[src/rtl/ram_store_buffer_if.sv]
// Store-buffer bus: CPU store/load/flush requests in, RAM write port and status out.
// master = CPU side, slave = ram_store_buffer.
interface ram_store_buffer_if #(
    parameter int unsigned DEPTH  = 4,
    parameter int unsigned ADDR_W = 5,
    parameter int unsigned DATA_W = 32
);
    localparam int unsigned CNT_W = $clog2(DEPTH) + 1;

    logic              st_valid;
    logic [ADDR_W-1:0] st_addr;
    logic [DATA_W-1:0] st_data;
    logic              st_ready;
    logic              ld_valid;
    logic [ADDR_W-1:0] ld_addr;
    logic              ld_hit;
    logic [DATA_W-1:0] ld_data;
    logic              flush;
    logic              flush_done;
    logic              ram_wren;
    logic [ADDR_W-1:0] ram_address;
    logic [DATA_W-1:0] ram_data;
    logic [CNT_W-1:0]  count;
    logic              empty;
    logic              full;

    modport master (
        output st_valid, st_addr, st_data, ld_valid, ld_addr, flush,
        input  st_ready, ld_hit, ld_data, flush_done, ram_wren, ram_address,
               ram_data, count, empty, full
    );

    modport slave (
        input  st_valid, st_addr, st_data, ld_valid, ld_addr, flush,
        output st_ready, ld_hit, ld_data, flush_done, ram_wren, ram_address,
               ram_data, count, empty, full
    );
endinterface

[src/rtl/ram_store_buffer.sv]
// Posted-write FIFO between the CPU store path and RAM32x1024 with load forwarding.
// Optional STORE_COALESCE_EN merges a store into the youngest entry when addresses match.
module ram_store_buffer #(
    parameter int unsigned DEPTH  = 4,
    parameter int unsigned ADDR_W = 5,
    parameter int unsigned DATA_W = 32
) (
    input  logic             MAX10_CLK1_50,
    input  logic             reset,
    ram_store_buffer_if.slave io_bus
);
    localparam int unsigned PTR_W = $clog2(DEPTH);
    localparam int unsigned CNT_W = $clog2(DEPTH) + 1;

    typedef enum logic [1:0] {
        S_IDLE  = 2'd0,
        S_DRAIN = 2'd1,
        S_FLUSH = 2'd2
    } state_t;

    state_t            r_state;
    logic [ADDR_W-1:0] r_mem_addr [DEPTH];
    logic [DATA_W-1:0] r_mem_data [DEPTH];
    logic [PTR_W-1:0]  r_rd_ptr;
    logic [PTR_W-1:0]  r_wr_ptr;
    logic [CNT_W-1:0]  r_count;
    logic              r_ram_wren;
    logic [ADDR_W-1:0] r_ram_address;
    logic [DATA_W-1:0] r_ram_data;
    logic              r_flush_done;

    logic              w_full;
    logic              w_empty;
    logic              w_flushing;
    logic              w_pop;
    logic              w_push;
    logic              w_coal;
    logic              w_st_ready;
    logic [PTR_W-1:0]  w_young_idx;
    logic [CNT_W-1:0]  w_cnt_next;
    logic [PTR_W-1:0]  w_fwd_idx;
    logic              w_ld_hit;
    logic [DATA_W-1:0] w_ld_data;

    assign w_full      = (r_count == CNT_W'(DEPTH));
    assign w_empty     = (r_count == '0);
    assign w_flushing  = (r_state == S_FLUSH);
    assign w_pop       = ~w_empty & ~io_bus.ld_valid;
    assign w_young_idx = r_wr_ptr - PTR_W'(1);

`ifdef STORE_COALESCE_EN
    // Merge only if the youngest entry survives this edge (not the lone entry being popped).
    assign w_coal     = io_bus.st_valid & ~w_flushing & ~w_empty
                      & (r_mem_addr[w_young_idx] == io_bus.st_addr)
                      & ~(w_pop & (r_count == CNT_W'(1)));
    assign w_st_ready = (~w_full | w_coal) & ~w_flushing;
`else
    assign w_coal     = 1'b0;
    assign w_st_ready = ~w_full & ~w_flushing;
`endif

    assign w_push     = io_bus.st_valid & w_st_ready & ~w_coal;
    assign w_cnt_next = r_count + CNT_W'(w_push) - CNT_W'(w_pop);

    // Scan oldest to youngest so the last match (youngest) wins.
    always_comb begin
        w_ld_hit  = 1'b0;
        w_ld_data = '0;
        w_fwd_idx = '0;
        for (int i = 0; i < int'(DEPTH); i++) begin
            w_fwd_idx = r_rd_ptr + PTR_W'(i);
            if ((CNT_W'(i) < r_count) && (r_mem_addr[w_fwd_idx] == io_bus.ld_addr)) begin
                w_ld_hit  = 1'b1;
                w_ld_data = r_mem_data[w_fwd_idx];
            end
        end
    end

    // Entry storage
    always_ff @(posedge MAX10_CLK1_50 or negedge reset) begin
        if (!reset) begin
            for (int i = 0; i < int'(DEPTH); i++) begin
                r_mem_addr[i] <= '0;
                r_mem_data[i] <= '0;
            end
        end else if (w_push) begin
            r_mem_addr[r_wr_ptr] <= io_bus.st_addr;
            r_mem_data[r_wr_ptr] <= io_bus.st_data;
        end else if (w_coal) begin
            r_mem_data[w_young_idx] <= io_bus.st_data;
        end
    end

    // Pointers and occupancy
    always_ff @(posedge MAX10_CLK1_50 or negedge reset) begin
        if (!reset) begin
            r_rd_ptr <= '0;
            r_wr_ptr <= '0;
            r_count  <= '0;
        end else begin
            if (w_push) r_wr_ptr <= r_wr_ptr + PTR_W'(1);
            if (w_pop)  r_rd_ptr <= r_rd_ptr + PTR_W'(1);
            r_count <= w_cnt_next;
        end
    end

    // RAM write port: head entry registered out on the edge it pops
    always_ff @(posedge MAX10_CLK1_50 or negedge reset) begin
        if (!reset) begin
            r_ram_wren    <= 1'b0;
            r_ram_address <= '0;
            r_ram_data    <= '0;
        end else begin
            r_ram_wren <= w_pop;
            if (w_pop) begin
                r_ram_address <= r_mem_addr[r_rd_ptr];
                r_ram_data    <= r_mem_data[r_rd_ptr];
            end
        end
    end

    // Control FSM; FLUSH completion takes precedence over a still-held flush
    always_ff @(posedge MAX10_CLK1_50 or negedge reset) begin
        if (!reset) begin
            r_state      <= S_IDLE;
            r_flush_done <= 1'b0;
        end else begin
            r_flush_done <= 1'b0;
            case (r_state)
                S_IDLE: begin
                    if (io_bus.flush)  r_state <= S_FLUSH;
                    else if (w_push)   r_state <= S_DRAIN;
                end
                S_DRAIN: begin
                    if (io_bus.flush)            r_state <= S_FLUSH;
                    else if (w_cnt_next == '0)   r_state <= S_IDLE;
                end
                S_FLUSH: begin
                    if (w_empty) begin
                        r_state      <= S_IDLE;
                        r_flush_done <= 1'b1;
                    end
                end
                default: r_state <= S_IDLE;
            endcase
        end
    end

    assign io_bus.st_ready    = w_st_ready;
    assign io_bus.ld_hit      = w_ld_hit;
    assign io_bus.ld_data     = w_ld_data;
    assign io_bus.flush_done  = r_flush_done;
    assign io_bus.ram_wren    = r_ram_wren;
    assign io_bus.ram_address = r_ram_address;
    assign io_bus.ram_data    = r_ram_data;
    assign io_bus.count       = r_count;
    assign io_bus.empty       = w_empty;
    assign io_bus.full        = w_full;

endmodule

[src/flat_wrapper.sv]
// flat-port wrapper written by rule: the top's interface ports become plain ports
module ram_store_buffer_flat 
#(
    parameter int unsigned DEPTH  = 4,
    parameter int unsigned ADDR_W = 5,
    parameter int unsigned DATA_W = 32
)
  (MAX10_CLK1_50, reset, io_bus_st_valid, io_bus_st_addr, io_bus_st_data, io_bus_ld_valid, io_bus_ld_addr, io_bus_flush, io_bus_st_ready, io_bus_ld_hit, io_bus_ld_data, io_bus_flush_done, io_bus_ram_wren, io_bus_ram_address, io_bus_ram_data, io_bus_count, io_bus_empty, io_bus_full);
  ram_store_buffer_if #(.DEPTH(DEPTH), .ADDR_W(ADDR_W), .DATA_W(DATA_W)) io_bus_i ();
  input  logic MAX10_CLK1_50;
  input  logic reset;
  input wire logic [$bits(io_bus_i.st_valid)-1:0] io_bus_st_valid;
  input wire logic [$bits(io_bus_i.st_addr)-1:0] io_bus_st_addr;
  input wire logic [$bits(io_bus_i.st_data)-1:0] io_bus_st_data;
  input wire logic [$bits(io_bus_i.ld_valid)-1:0] io_bus_ld_valid;
  input wire logic [$bits(io_bus_i.ld_addr)-1:0] io_bus_ld_addr;
  input wire logic [$bits(io_bus_i.flush)-1:0] io_bus_flush;
  output wire logic [$bits(io_bus_i.st_ready)-1:0] io_bus_st_ready;
  output wire logic [$bits(io_bus_i.ld_hit)-1:0] io_bus_ld_hit;
  output wire logic [$bits(io_bus_i.ld_data)-1:0] io_bus_ld_data;
  output wire logic [$bits(io_bus_i.flush_done)-1:0] io_bus_flush_done;
  output wire logic [$bits(io_bus_i.ram_wren)-1:0] io_bus_ram_wren;
  output wire logic [$bits(io_bus_i.ram_address)-1:0] io_bus_ram_address;
  output wire logic [$bits(io_bus_i.ram_data)-1:0] io_bus_ram_data;
  output wire logic [$bits(io_bus_i.count)-1:0] io_bus_count;
  output wire logic [$bits(io_bus_i.empty)-1:0] io_bus_empty;
  output wire logic [$bits(io_bus_i.full)-1:0] io_bus_full;
  assign io_bus_i.st_valid = io_bus_st_valid;
  assign io_bus_i.st_addr = io_bus_st_addr;
  assign io_bus_i.st_data = io_bus_st_data;
  assign io_bus_i.ld_valid = io_bus_ld_valid;
  assign io_bus_i.ld_addr = io_bus_ld_addr;
  assign io_bus_i.flush = io_bus_flush;
  assign io_bus_st_ready = io_bus_i.st_ready;
  assign io_bus_ld_hit = io_bus_i.ld_hit;
  assign io_bus_ld_data = io_bus_i.ld_data;
  assign io_bus_flush_done = io_bus_i.flush_done;
  assign io_bus_ram_wren = io_bus_i.ram_wren;
  assign io_bus_ram_address = io_bus_i.ram_address;
  assign io_bus_ram_data = io_bus_i.ram_data;
  assign io_bus_count = io_bus_i.count;
  assign io_bus_empty = io_bus_i.empty;
  assign io_bus_full = io_bus_i.full;
  ram_store_buffer #(.DEPTH(DEPTH), .ADDR_W(ADDR_W), .DATA_W(DATA_W)) u_core (.MAX10_CLK1_50(MAX10_CLK1_50), .reset(reset), .io_bus(io_bus_i));
endmodule
[config.mk]
export PLATFORM = sky130hd
export DESIGN_NAME = ram_store_buffer_flat
export DESIGN_NICKNAME = d
export VERILOG_FILES = /design/src/rtl/ram_store_buffer_if.sv /design/src/rtl/ram_store_buffer.sv /design/src/flat_wrapper.sv
export SDC_FILE = /design/constraint.sdc
export NUM_CORES = 1
export LEC_CHECK = 0
export BUFFER_PORTS_ARGS = -buffer_cell sky130_fd_sc_hd__buf_2
export CORE_MARGIN = 10
export CORE_UTILIZATION = 40
export CTS_CLUSTER_SIZE = 12
export DETAILED_ROUTE_END_ITERATION = 10
export GPL_ROUTABILITY_DRIVEN = 0
export PLACE_DENSITY_LB_ADDON = 0.1
export SLEW_MARGIN = 30
export SYNTH_ARGS = -nofsm -noshare
export SYNTH_HDL_FRONTEND = slang
export SYNTH_SLANG_ARGS = --single-unit
export TNS_END_PERCENT = 100
[constraint.sdc]
create_clock -name MAX10_CLK1_50 -period 2.41 [get_ports MAX10_CLK1_50]
set_input_delay 0.241 -clock MAX10_CLK1_50 [delete_from_list [all_inputs] [get_ports MAX10_CLK1_50]]
set_output_delay 0.241 -clock MAX10_CLK1_50 [all_outputs]
set_load 0.01 [all_outputs]
==> run_results.csv <==
group,metric,value,unit
outcome,status,"complete, but fails checks",
outcome,violations,"setup timing",
clocking,htreeDepth,4,
sta,max_slew.worst_pin.slew,0.775,ns
clocking,root_buffer,"clkbuf_16",
logic_synthesis,yosysMostFrequentCell,"mux2_2",
drt,firstDrtPassIters,4,
sta,rsz0062_at_grt,"true",
global_route,grt_usage,17.8,%
drt,wl,34.3,mm
worst_hold_path,min_path_type,"in2reg",
drt,routedWlPerCell,20.4,um
clocking,numCtsBuffers,17,
setup_path,start_kind,"flop",
power_and_ir_drop,irDropWorstVdd,0.000921,V
setup_path,path_class,"reg2out",
clocking,tritoncts,"done",
die,core-area,29700,um^2
drt,drt_iter0_drc,479,
setup_path,r2r_start,"u_core.io_bus.count[2]$_DFF_PN0_",
setup_path,crit_required,2.17,ns
logic_synthesis,yosysSeqAreaShare,40.6,%
die,ios,125,
die,num_rows,63,
clocking,clkLatencyLatePin,0.44,ns
power_and_ir_drop,power_per_cell_area,1590,nW/um^2
logic_synthesis,ys_types,34,
sta,finalCritPeriodShare,141,%
global_route,grt_max_degree,118,
die,die-area,37500,um^2
global_route,grt_pass1_vias,9442,
drt,drtAntennaViolNets,0,
global_route,gr-total-overflow,0,
logic_synthesis,synth_common_cells,"244 x mux2_2, 196 x dfrtp_1, 128 x mux2i_1, 87 x nand2_1, 67 x nor2_1",
logic_synthesis,avgSynthCellArea,11.1,um^2
logic_synthesis,yosys.area.top_type_share,40.6,%
die,chipHeight,194,um
layout,final_nets,1335,
sta,hold-worst-slack,0.0717,ns
logic_synthesis,syn_inst,1088,
setup_path,crit_arrival,3.16,ns
sta,slew_headroom,48.4,%
layout,fillCellCount,2758,
layout,drive_above_1_share,46.1,%
logic_synthesis,synth_edf_count,0,
layout,finalNonFillerCells,1683,
logic_synthesis,synth_area,12100,um^2
drt,drc,0,
setup_path,path_max_fanout,8,
placed_design,dp_cells,1620,
drt,routed_via_density,5.48,
power_and_ir_drop,p_switching,9.67,mW
logic_synthesis,synth_nets,1144,
power_and_ir_drop,p_sw_share,40.2,%
sta,hold_viol_final,0,
layout,post-route-util,51.1,%
die,start_util,40.6,%
power_and_ir_drop,p_leak,6.81,nW
setup_path,cp-startpoint,"u_core.r_rd_ptr[0]$_DFFE_PN0P_",
clocking,clock-sinks,196,
placed_design,port_buffers,124,
sta,finalSetupViolCount,33,
sta,maxSlewViolCount,0,
sta,fin_ws,-0.990,ns
drt,vias,9226,
power_and_ir_drop,comb_power_share,62.1,%
power_and_ir_drop,sequentialPowerShare,25.7,%
logic_synthesis,synthArstFlopShare,100,%
logic_synthesis,synthTopCellsByArea,"dfrtp_1 41%, mux2_2 23%, mux2i_1 11%, mux4_2 2.8%, nand2_1 2.7%",
layout,area_growth,25.7,%
setup_path,crit_path_end_kind,"primary output",
sta,period_needed,3.40,ns
clocking,cts_buffer_depth,2,
power_and_ir_drop,p_clk_share,12.2,%
sta,clock_skew,0.00804,ns
clocking,clk_pin_slew,0.07,ns
logic_synthesis,ys_ff_latch,196,
logic_synthesis,synth_ff_type,"dfrtp_1",
die,die_w,194,um
placed_design,hpwl,22.2,mm
sta,fmax,0.294,GHz
logic_synthesis,synth_area_leader_cell,"dfrtp_1",
job,cap_violations,0,
power_and_ir_drop,internal_power,14.4,mW
logic_synthesis,yosysWarningCount,0,
global_route,grt_antenna_before_repair,4,
worst_hold_path,min-delay-start,"io_bus_st_data[29]",
global_route,grt_pass1_wl,53.9,mm
==> power groups by stage <==
stage | sequential [mW] | clock, mW | combinational (mW)
after floorplan | 5.93 | 0 | 9.24
after global placement | 6.21 | 0 | 13.8
after global routing | 6.42 | 3.16 | 16.3
after detailed placement | 6.26 | 0 | 13.9
final | 6.19 | 2.94 | 14.9
after CTS | 6.16 | 3.04 | 14.7
==> per-stage QoR <==
step           worst slack [ns]  setup TNS, ns  power (mW)  area, um^2
6_report                 -0.990         -31.40        24.1       15200
2_1_floorplan            -0.203          -6.24        15.2       12100
3_3_place_gp             -0.597         -18.09        20.0       14000
4_1_cts                  -0.993         -32.02        23.9       15000
3_5_place_dp             -0.609         -18.35        20.1       14000
5_1_grt                   -1.12         -35.79        25.8       15200
==> area by class of cell <==
cell class              instances  area, um^2  area share, %
multi-input cells             791        6920           45.6
flip-flops and latches        196        4910           32.4
repair buffers                263        2220           14.7
well taps                     390         488           3.22
clock buffers                  21         460           3.03
clock inverters                11         133          0.874
inverters                      10        37.5          0.247
diodes                          1        2.50         0.0165
==> metal layers <==
metal / wire (um) / vias to the layer above / GRT usage (%)
met5: 38 / - / 0
met4: 348 / 6 / 4.81
met3: 1430 / 30 / 3.34
met2: 16300 / 191 / 28.8
met1: 16200 / 4626 / 24.0
li1: - / 4373 / -
==> worst paths after layout <==
path | endpoint | slack (ns) | cells past startpoint
worst max-delay path | io_bus_ld_data[8] | -0.99 | 11
worst max register to register | u_core.r_state[0]$_DFFE_PN0P_ | 0.06 | 12
worst min register to register | u_core.io_bus.ram_data[19]$_DFFE_PN0P_ | 0.47 | 2
min in group asynchronous | u_core.io_bus.ram_address[0]$_DFFE_PN0P_ | 0.39 | 2
max in group asynchronous | u_core.r_mem_data[37]$_DFFE_PN0P_ | 1.27 | 3
worst min-delay path | u_core.r_mem_data[61]$_DFFE_PN0P_ | 0.07 | 2
==> critical path, cell delays in order (launching register included) <==
cell	delay, ns
dfrtp_4	0.50
buf_8	0.15
mux4_2	0.52
xnor2_2	0.16
nand4_1	0.17
nor3_4	0.27
buf_6	0.16
buf_12	0.14
buf_6	0.11
mux2i_1	0.07
a221o_1	0.34
buf_6	0.13
==> repair_timing <==
action	CTS	global route
pin swaps	9	17
gates cloned	3	2
setup buffers	18	8
endpoints found under the setup margin	33	68
resized for setup	24	40
hold buffers	2	0
hold endpoints to repair	63	0
==> sequential cells by signal, summed over array words and instances (netlist names), 2 cells and up <==
name / count
u_core.io_bus.count: 3
u_core.r_rd_ptr: 2
u_core.io_bus.ram_address: 5
u_core.r_state: 2
u_core.r_mem_data: 128
u_core.r_mem_addr: 20
u_core.r_wr_ptr: 2
u_core.io_bus.ram_data: 32
==> cells in the final DEF (no fill, tap or decap), types with 17 or more instances in the layout <==
cell type and count:
buf_4 89, dfrtp_1 193, a221o_1 32, nand2_2 17
nor4_1 32, mux2_2 244, nand2_1 69, mux2i_1 127
nor3_1 31, mux4_2 17, buf_6 20, nor2_1 65
buf_12 29, clkbuf_16 19, buf_2 116, a21oi_1 65
o21ai_0 33
==> cells by family after synthesis <==
group	count (synthesis)	share of synthesized area (%)
AO/OA/AOI/OAI	133	6.94
AND/OR/NAND/NOR	233	8.65
multiplexers	392	37.3
flip-flops	196	40.6
buffers and inverters	101	3.75
XOR/XNOR	24	1.74
adder cells (fa/ha/maj)	9	0.995
(Power assumes the default switching activity.)
